## src/rtl/axi_arbiter.sv

```systemverilog
// Two-requester (fetch/LSU) round-robin arbiter that sequences one single-beat
// AXI4 read or write per grant and returns a one-cycle response pulse.
module axi_arbiter #(
  parameter int          ADDR_W  = 64,
  parameter int          DATA_W  = 64,
  parameter logic [3:0]  ID_INST = 4'd0,
  parameter logic [3:0]  ID_DATA = 4'd1
) (
  input  logic                  clk,
  input  logic                  rst,
  // instruction requester
  input  logic                  inst_req,
  input  logic                  inst_wr,
  input  logic [DATA_W/8-1:0]   inst_strb,
  input  logic [ADDR_W-1:0]     inst_addr,
  input  logic [DATA_W-1:0]     inst_wdata,
  output logic                  inst_resp,
  output logic [DATA_W-1:0]     inst_rdata,
  output logic                  inst_err,
  // data requester
  input  logic                  data_req,
  input  logic                  data_wr,
  input  logic [DATA_W/8-1:0]   data_strb,
  input  logic [ADDR_W-1:0]     data_addr,
  input  logic [DATA_W-1:0]     data_wdata,
  output logic                  data_resp,
  output logic [DATA_W-1:0]     data_rdata,
  output logic                  data_err,
  // AXI read address / data
  output logic                  arvalid,
  input  logic                  arready,
  output logic [ADDR_W-1:0]     araddr,
  output logic [3:0]            arid,
  input  logic                  rvalid,
  output logic                  rready,
  input  logic [DATA_W-1:0]     rdata,
  input  logic [1:0]            rresp,
  input  logic                  rlast,
  // AXI write address / data / response
  output logic                  awvalid,
  input  logic                  awready,
  output logic [ADDR_W-1:0]     awaddr,
  output logic [3:0]            awid,
  output logic                  wvalid,
  input  logic                  wready,
  output logic [DATA_W-1:0]     wdata,
  output logic [DATA_W/8-1:0]   wstrb,
  output logic                  wlast,
  input  logic                  bvalid,
  output logic                  bready,
  input  logic [1:0]            bresp
);

  localparam int STRB_W = DATA_W / 8;

  typedef enum logic [2:0] {S_IDLE, S_AR, S_R, S_AW_W, S_B, S_RESP} state_e;

  state_e              state_q, state_d;
  logic                gnt_q, gnt_d;          // 1 = data requester owns the bus
  logic                last_q, last_d;        // 1 = data was granted last
  logic                aw_done_q, aw_done_d;
  logic                w_done_q, w_done_d;
  logic                wr_q, wr_d;
  logic [STRB_W-1:0]   strb_q, strb_d;
  logic [ADDR_W-1:0]   addr_q, addr_d;
  logic [DATA_W-1:0]   wdata_q, wdata_d;
  logic [3:0]          id_q, id_d;
  logic [DATA_W-1:0]   rdata_q, rdata_d;
  logic                err_q, err_d;
  logic                take_data;

  logic arvalid_q, rready_q, awvalid_q, wvalid_q, bready_q;
  logic inst_resp_q, data_resp_q;

  // Single-beat bursts only, so the last flag carries no information.
  logic unused_rlast;
  assign unused_rlast = rlast;

  always_comb begin
    state_d   = state_q;
    gnt_d     = gnt_q;
    last_d    = last_q;
    aw_done_d = aw_done_q;
    w_done_d  = w_done_q;
    wr_d      = wr_q;
    strb_d    = strb_q;
    addr_d    = addr_q;
    wdata_d   = wdata_q;
    id_d      = id_q;
    rdata_d   = rdata_q;
    err_d     = err_q;
    take_data = 1'b0;

    case (state_q)
      S_IDLE: begin
        if (inst_req || data_req) begin
          // On a tie the requester that did not win last time goes first.
          take_data = data_req && (!inst_req || !last_q);
          gnt_d     = take_data;
          wr_d      = take_data ? data_wr    : inst_wr;
          strb_d    = take_data ? data_strb  : inst_strb;
          addr_d    = take_data ? data_addr  : inst_addr;
          wdata_d   = take_data ? data_wdata : inst_wdata;
          id_d      = take_data ? ID_DATA    : ID_INST;
          rdata_d   = '0;
          err_d     = 1'b0;
          state_d   = wr_d ? S_AW_W : S_AR;
        end
      end
      S_AR: begin
        if (arvalid_q && arready) state_d = S_R;
      end
      S_R: begin
        if (rready_q && rvalid) begin
          rdata_d = rdata;
          err_d   = (rresp != 2'b00);
          state_d = S_RESP;
        end
      end
      S_AW_W: begin
        aw_done_d = aw_done_q || (awvalid_q && awready);
        w_done_d  = w_done_q  || (wvalid_q  && wready);
        if (aw_done_d && w_done_d) begin
          aw_done_d = 1'b0;
          w_done_d  = 1'b0;
          state_d   = S_B;
        end
      end
      S_B: begin
        if (bready_q && bvalid) begin
          rdata_d = '0;
          err_d   = (bresp != 2'b00);
          state_d = S_RESP;
        end
      end
      S_RESP: begin
        last_d  = gnt_q;
        state_d = S_IDLE;
      end
      default: state_d = S_IDLE;
    endcase
  end

  always_ff @(posedge clk or posedge rst) begin
    if (rst) begin
      state_q     <= S_IDLE;
      gnt_q       <= 1'b0;
      last_q      <= 1'b1;
      aw_done_q   <= 1'b0;
      w_done_q    <= 1'b0;
      wr_q        <= 1'b0;
      strb_q      <= '0;
      addr_q      <= '0;
      wdata_q     <= '0;
      id_q        <= '0;
      rdata_q     <= '0;
      err_q       <= 1'b0;
      arvalid_q   <= 1'b0;
      rready_q    <= 1'b0;
      awvalid_q   <= 1'b0;
      wvalid_q    <= 1'b0;
      bready_q    <= 1'b0;
      inst_resp_q <= 1'b0;
      data_resp_q <= 1'b0;
    end else begin
      state_q     <= state_d;
      gnt_q       <= gnt_d;
      last_q      <= last_d;
      aw_done_q   <= aw_done_d;
      w_done_q    <= w_done_d;
      wr_q        <= wr_d;
      strb_q      <= strb_d;
      addr_q      <= addr_d;
      wdata_q     <= wdata_d;
      id_q        <= id_d;
      rdata_q     <= rdata_d;
      err_q       <= err_d;
      // Handshake outputs are decoded from the next state so they are registered.
      arvalid_q   <= (state_d == S_AR);
      rready_q    <= (state_d == S_R);
      awvalid_q   <= (state_d == S_AW_W) && !aw_done_d;
      wvalid_q    <= (state_d == S_AW_W) && !w_done_d;
      bready_q    <= (state_d == S_B);
      inst_resp_q <= (state_d == S_RESP) && !gnt_d;
      data_resp_q <= (state_d == S_RESP) &&  gnt_d;
    end
  end

  assign arvalid    = arvalid_q;
  assign araddr     = addr_q;
  assign arid       = id_q;
  assign rready     = rready_q;
  assign awvalid    = awvalid_q;
  assign awaddr     = addr_q;
  assign awid       = id_q;
  assign wvalid     = wvalid_q;
  assign wdata      = wdata_q;
  assign wstrb      = strb_q;
  assign wlast      = 1'b1;
  assign bready     = bready_q;

  assign inst_resp  = inst_resp_q;
  assign inst_rdata = rdata_q;
  assign inst_err   = err_q;
  assign data_resp  = data_resp_q;
  assign data_rdata = rdata_q;
  assign data_err   = err_q;

endmodule

```

## config.mk

```make
export PLATFORM = sky130hd
export DESIGN_NAME = axi_arbiter
export DESIGN_NICKNAME = d
export VERILOG_FILES = /design/src/rtl/axi_arbiter.sv
export SDC_FILE = /design/constraint.sdc
export NUM_CORES = 1
export LEC_CHECK = 0
export ABC_AREA = 1
export BUFFER_PORTS_ARGS = -buffer_cell sky130_fd_sc_hd__buf_2
export CAP_MARGIN = 20
export CORE_AREA = 2 2 272 274
export CTS_CLUSTER_DIAMETER = 150
export DETAILED_ROUTE_END_ITERATION = 7
export DIE_AREA = 0 0 274 276
export PLACE_DENSITY = 0.42
export SETUP_SLACK_MARGIN = 0.1
export SLEW_MARGIN = 25
export SYNTH_ARGS = -nofsm -noshare
export SYNTH_HDL_FRONTEND = slang
export SYNTH_SLANG_ARGS = --single-unit
```

## constraint.sdc

```tcl
create_clock -name clk -period 14.53 [get_ports clk]
set_clock_uncertainty 0.1 [all_clocks]
set_input_delay 0.7265 -clock clk [delete_from_list [all_inputs] [get_ports clk]]
set_output_delay 0.7265 -clock clk [all_outputs]
set_load 0.01 [all_outputs]
```

==> summary.txt <==
Outcome
  • Status: complete, no violations

Critical path
  • Largest delay share family, worst path: buffers and inverters
  • Worst-case reg-to-reg path depth: 10
  • Crit end category: flop
  • Top cell by count, worst path: buf_4
  • Levels on crit path: 10
  • Crit start category: flop
  • Worst EP arrival: 3.71 ns
  • CP cell instances: inv_2, nand2_1, nor2_4, buf_4, o21ai_4, buf_4, nor2_4, buf_4, nand3_1, nand2_1
  • Slowest cell on the critical path: buf_4
  • Worst Path Max Fanout: 67
  • WP buf/inv: 4
  • R2R Setup Slk: 11.23 ns
  • Worst path max stage delay: 0.63 ns
  • Setup CP Type: reg -> reg
  • Critical Path RT: 14.94 ns

Power and ir drop
  • VDD IR max: ~0.11 mV
  • Clk pwr share: around 22%
  • Leakage power: 7.97 nW
  • Power per cell area: 223 nW/um^2
  • Int Pwr: about 0.0019 W
  • Comb power frac: 45.1%
  • Switching Fraction: ~44%
  • Switching power: between 0.001 and 0.0015 W
  • Sequential share of power: about a third

Synth
  • Share of flip-flops with an asynchronous set or reset: 100%
  • Largest family of logic cells by synthesized area: simple AND/OR/NAND/NOR gates
  • Multiplexer share of the synthesized area: 0.106%
  • Post-synthesis instance total: roughly 1300
  • Ys flop type: dfrtp_1
  • Post-Synthesis Cell Area: about 11000 sq um
  • Cell variety after synth: 24
  • Syn_area_per_cell: 8.36 sq um
  • EDFF count, synth: 0
  • Synth area leader: dfrtp_1
  • #FFs+latches synth: between 200 and 250
  • Area contributors post-synth: dfrtp_1 (51%), o21ai_1 (12%), buf_4 (9.9%), nand2_1 (8.1%), nor2_1 (5.4%)
  • Synth cell count leaders: o21ai_1 (246), nand2_1 (227), dfrtp_1 (215)
  • Synth Warn #: 0
  • Adder-cell share of the synthesized area: 0%
  • Synth Area in Compound Gates: 16.5%
  • Sequential share of the synthesized area: between 50% and 60%
  • Simple-gate share of the synthesized area: 17.8%
  • Top cell type's share of synthesized area: 50.9%
  • Most numerous cell in the Yosys netlist: o21ai_1
  • Xor/xnor share of the synthesized area: 0%

Clock tree
  • Clk slew on worst S/H paths: 0.06 ns
  • Cells resized by post-CTS repair: 0
  • Clk_lat worst skew: 0.57 ns
  • CTS buffer count: 28
  • Clock Tree Root: clkbuf_16
  • H-tree lvl count: 1
  • CTS Sinks: approximately 220
  • Max clock buf depth: 3
  • TritonCTS clock tree: built
  • Cts-stage hold buffer count: 0
  • Postcts setup bufs: 0

Timing
  • Slew Limit Fails: 0
  • Setup TNS: 0 ns
  • Worst Tran Pin Value: around 0.95 ns
  • Fmax: 0.303 GHz
  • Tmin final: 3.30 ns
  • Unrepaired setup endpoints after global routing: no
  • Final setup vio count: 0
  • Final WS setup: 11.23 ns
  • Relative slew slack: between 30 and 40%
  • Final hold vios: 0
  • Final period utilization: 22.7%

Placement
  • Input/output buffers: ~690
  • Dpl cells: 2708
  • HPWL after detailed placement: 33400 um
  • Gpl congestion: 0.917
  • Dpl ws: 11.16 ns

GRT
  • Number of global-route vias before repair: 10864
  • First-pass GRT wire length: between 60000 and 70000 um
  • Largest net degree at the start of global routing: 82
  • Initial antenna violation count: 8
  • Grt ovf: 0
  • GRT Total Usage: between 10% and 20%

Final layout
  • Share of cells above drive strength 1: around 43%
  • FF/Latch Area: 5410 sq um
  • Final nets: 2131
  • Multi-input logic area: 3700 sq um
  • Fill cells: between 8000 and 9000
  • Area grow syn2layout: 40.8%
  • Post-Layout Cell Count: ~2800

Min path
  • Hold Path Class: in -> async

Floorplan
  • Die area: 75600 sq um
  • Placeable Area: 72600 sq um
  • Die Y: 276 um
  • Initial Util: 14.6%
  • Row cnt: 99
  • Io pins: 698
  • Overall die width: 274 um

Detailed routing
  • Routed len/inst: 16.4 um
  • Drt via density: about 3.9
  • Vias post-DR: about 11000
  • Initial DRC count: 487
  • Final wirelength: about 45000 um
  • First-pass iteration count of the detailed router: 5
  • DRC Markers: 0
  • Detail Route Antenna Nets: 0

Job
  • Max-Cap Viols: 0
==> cell families (layout without fill, tap and decap cells) <==
family,count (synthesis),in the layout
flip-flops,216,216
buffers and inverters,244,772
other,2,9
AO/OA/AOI/OAI,345,345
AND/OR/NAND/NOR,458,458
multiplexers,1,1
==> layout by cell type, fill, tap and decap left out, drive strengths merged <==
cell    count
dfrtp     215
or2         1
nand3      72
a21oi       1
nand2     229
dfstp       1
buf       702
nor2      156
diode       2
bufinv      2
a211oi      1
inv        20
o21ai     343
conb        7
clkbuf     43
clkinv      5
mux2        1
==> final timing paths <==
| kind | startpoint | endpoint |
|---|---|---|
| max in group asynchronous | rst | wdata[23]$_DFFE_PP0P_ |
| min in group clk | rdata[20] | data_rdata[20]$_DFFE_PP0P_ |
| setup / recovery | state_q[2]$_DFF_PP0_ | data_rdata[40]$_DFFE_PP0P_ |
| setup reg to reg | state_q[2]$_DFF_PP0_ | data_rdata[40]$_DFFE_PP0P_ |
| hold / removal | rst | data_rdata[34]$_DFFE_PP0P_ |
| hold reg to reg | wdata[2]$_DFFE_PP0P_ | wdata[2]$_DFFE_PP0P_ |
==> metal layers <==
| metal | up-vias | global-route usage (%) | share of wire, % |
|---|---|---|---|
| met1 | 5145 | 12.8 | 38 |
| met2 | 519 | 20.1 | 50 |
| met3 | 68 | 3.19 | 9.3 |
| met5 | - | 0 | 0.084 |
| li1 | 5058 | - | - |
| met4 | 6 | 3.72 | 3.1 |
==> area by class of cell <==
cell class	instances	area share, %
clock inverters	7	0.571
inverters	20	0.588
well taps	959	8.06
repair buffers	702	23.8
diodes	2	0.0336
clock buffers	43	5.83
multi-input cells	811	24.8
flip-flops and latches	216	36.3
==> power groups by stage <==
stage                     clock network, W  logic, W  registers [W]
after floorplan                          0  0.000944        0.00117
after global placement                   0   0.00153        0.00110
after detailed placement                 0   0.00153        0.00111
after CTS                         0.000751   0.00153        0.00111
after global routing              0.000772   0.00167        0.00114
final                             0.000719   0.00150        0.00110
==> registers in the layout (all words and copies together), names as in the netlist, 3 cells and up <==
register	cells
araddr	64
state_q	3
wdata	64
data_rdata	64
wstrb	8
==> metrics by stage <==
stage | cell area [sq um] | power, W | util, % | hold WS, ns
CTS | 14900 | 0.00339 | 20.5 | 0.0326
global route | 14900 | 0.00358 | 20.5 | 0.0586
floorplan | 10600 | 0.00211 | - | 0.376
detailed placement | 13900 | 0.00264 | 19.2 | 0.374
global placement | 13900 | 0.00263 | 19.2 | 0.367
finish | 14900 | 0.00332 | 20.5 | 0.0592
(Power assumes the default switching activity.)
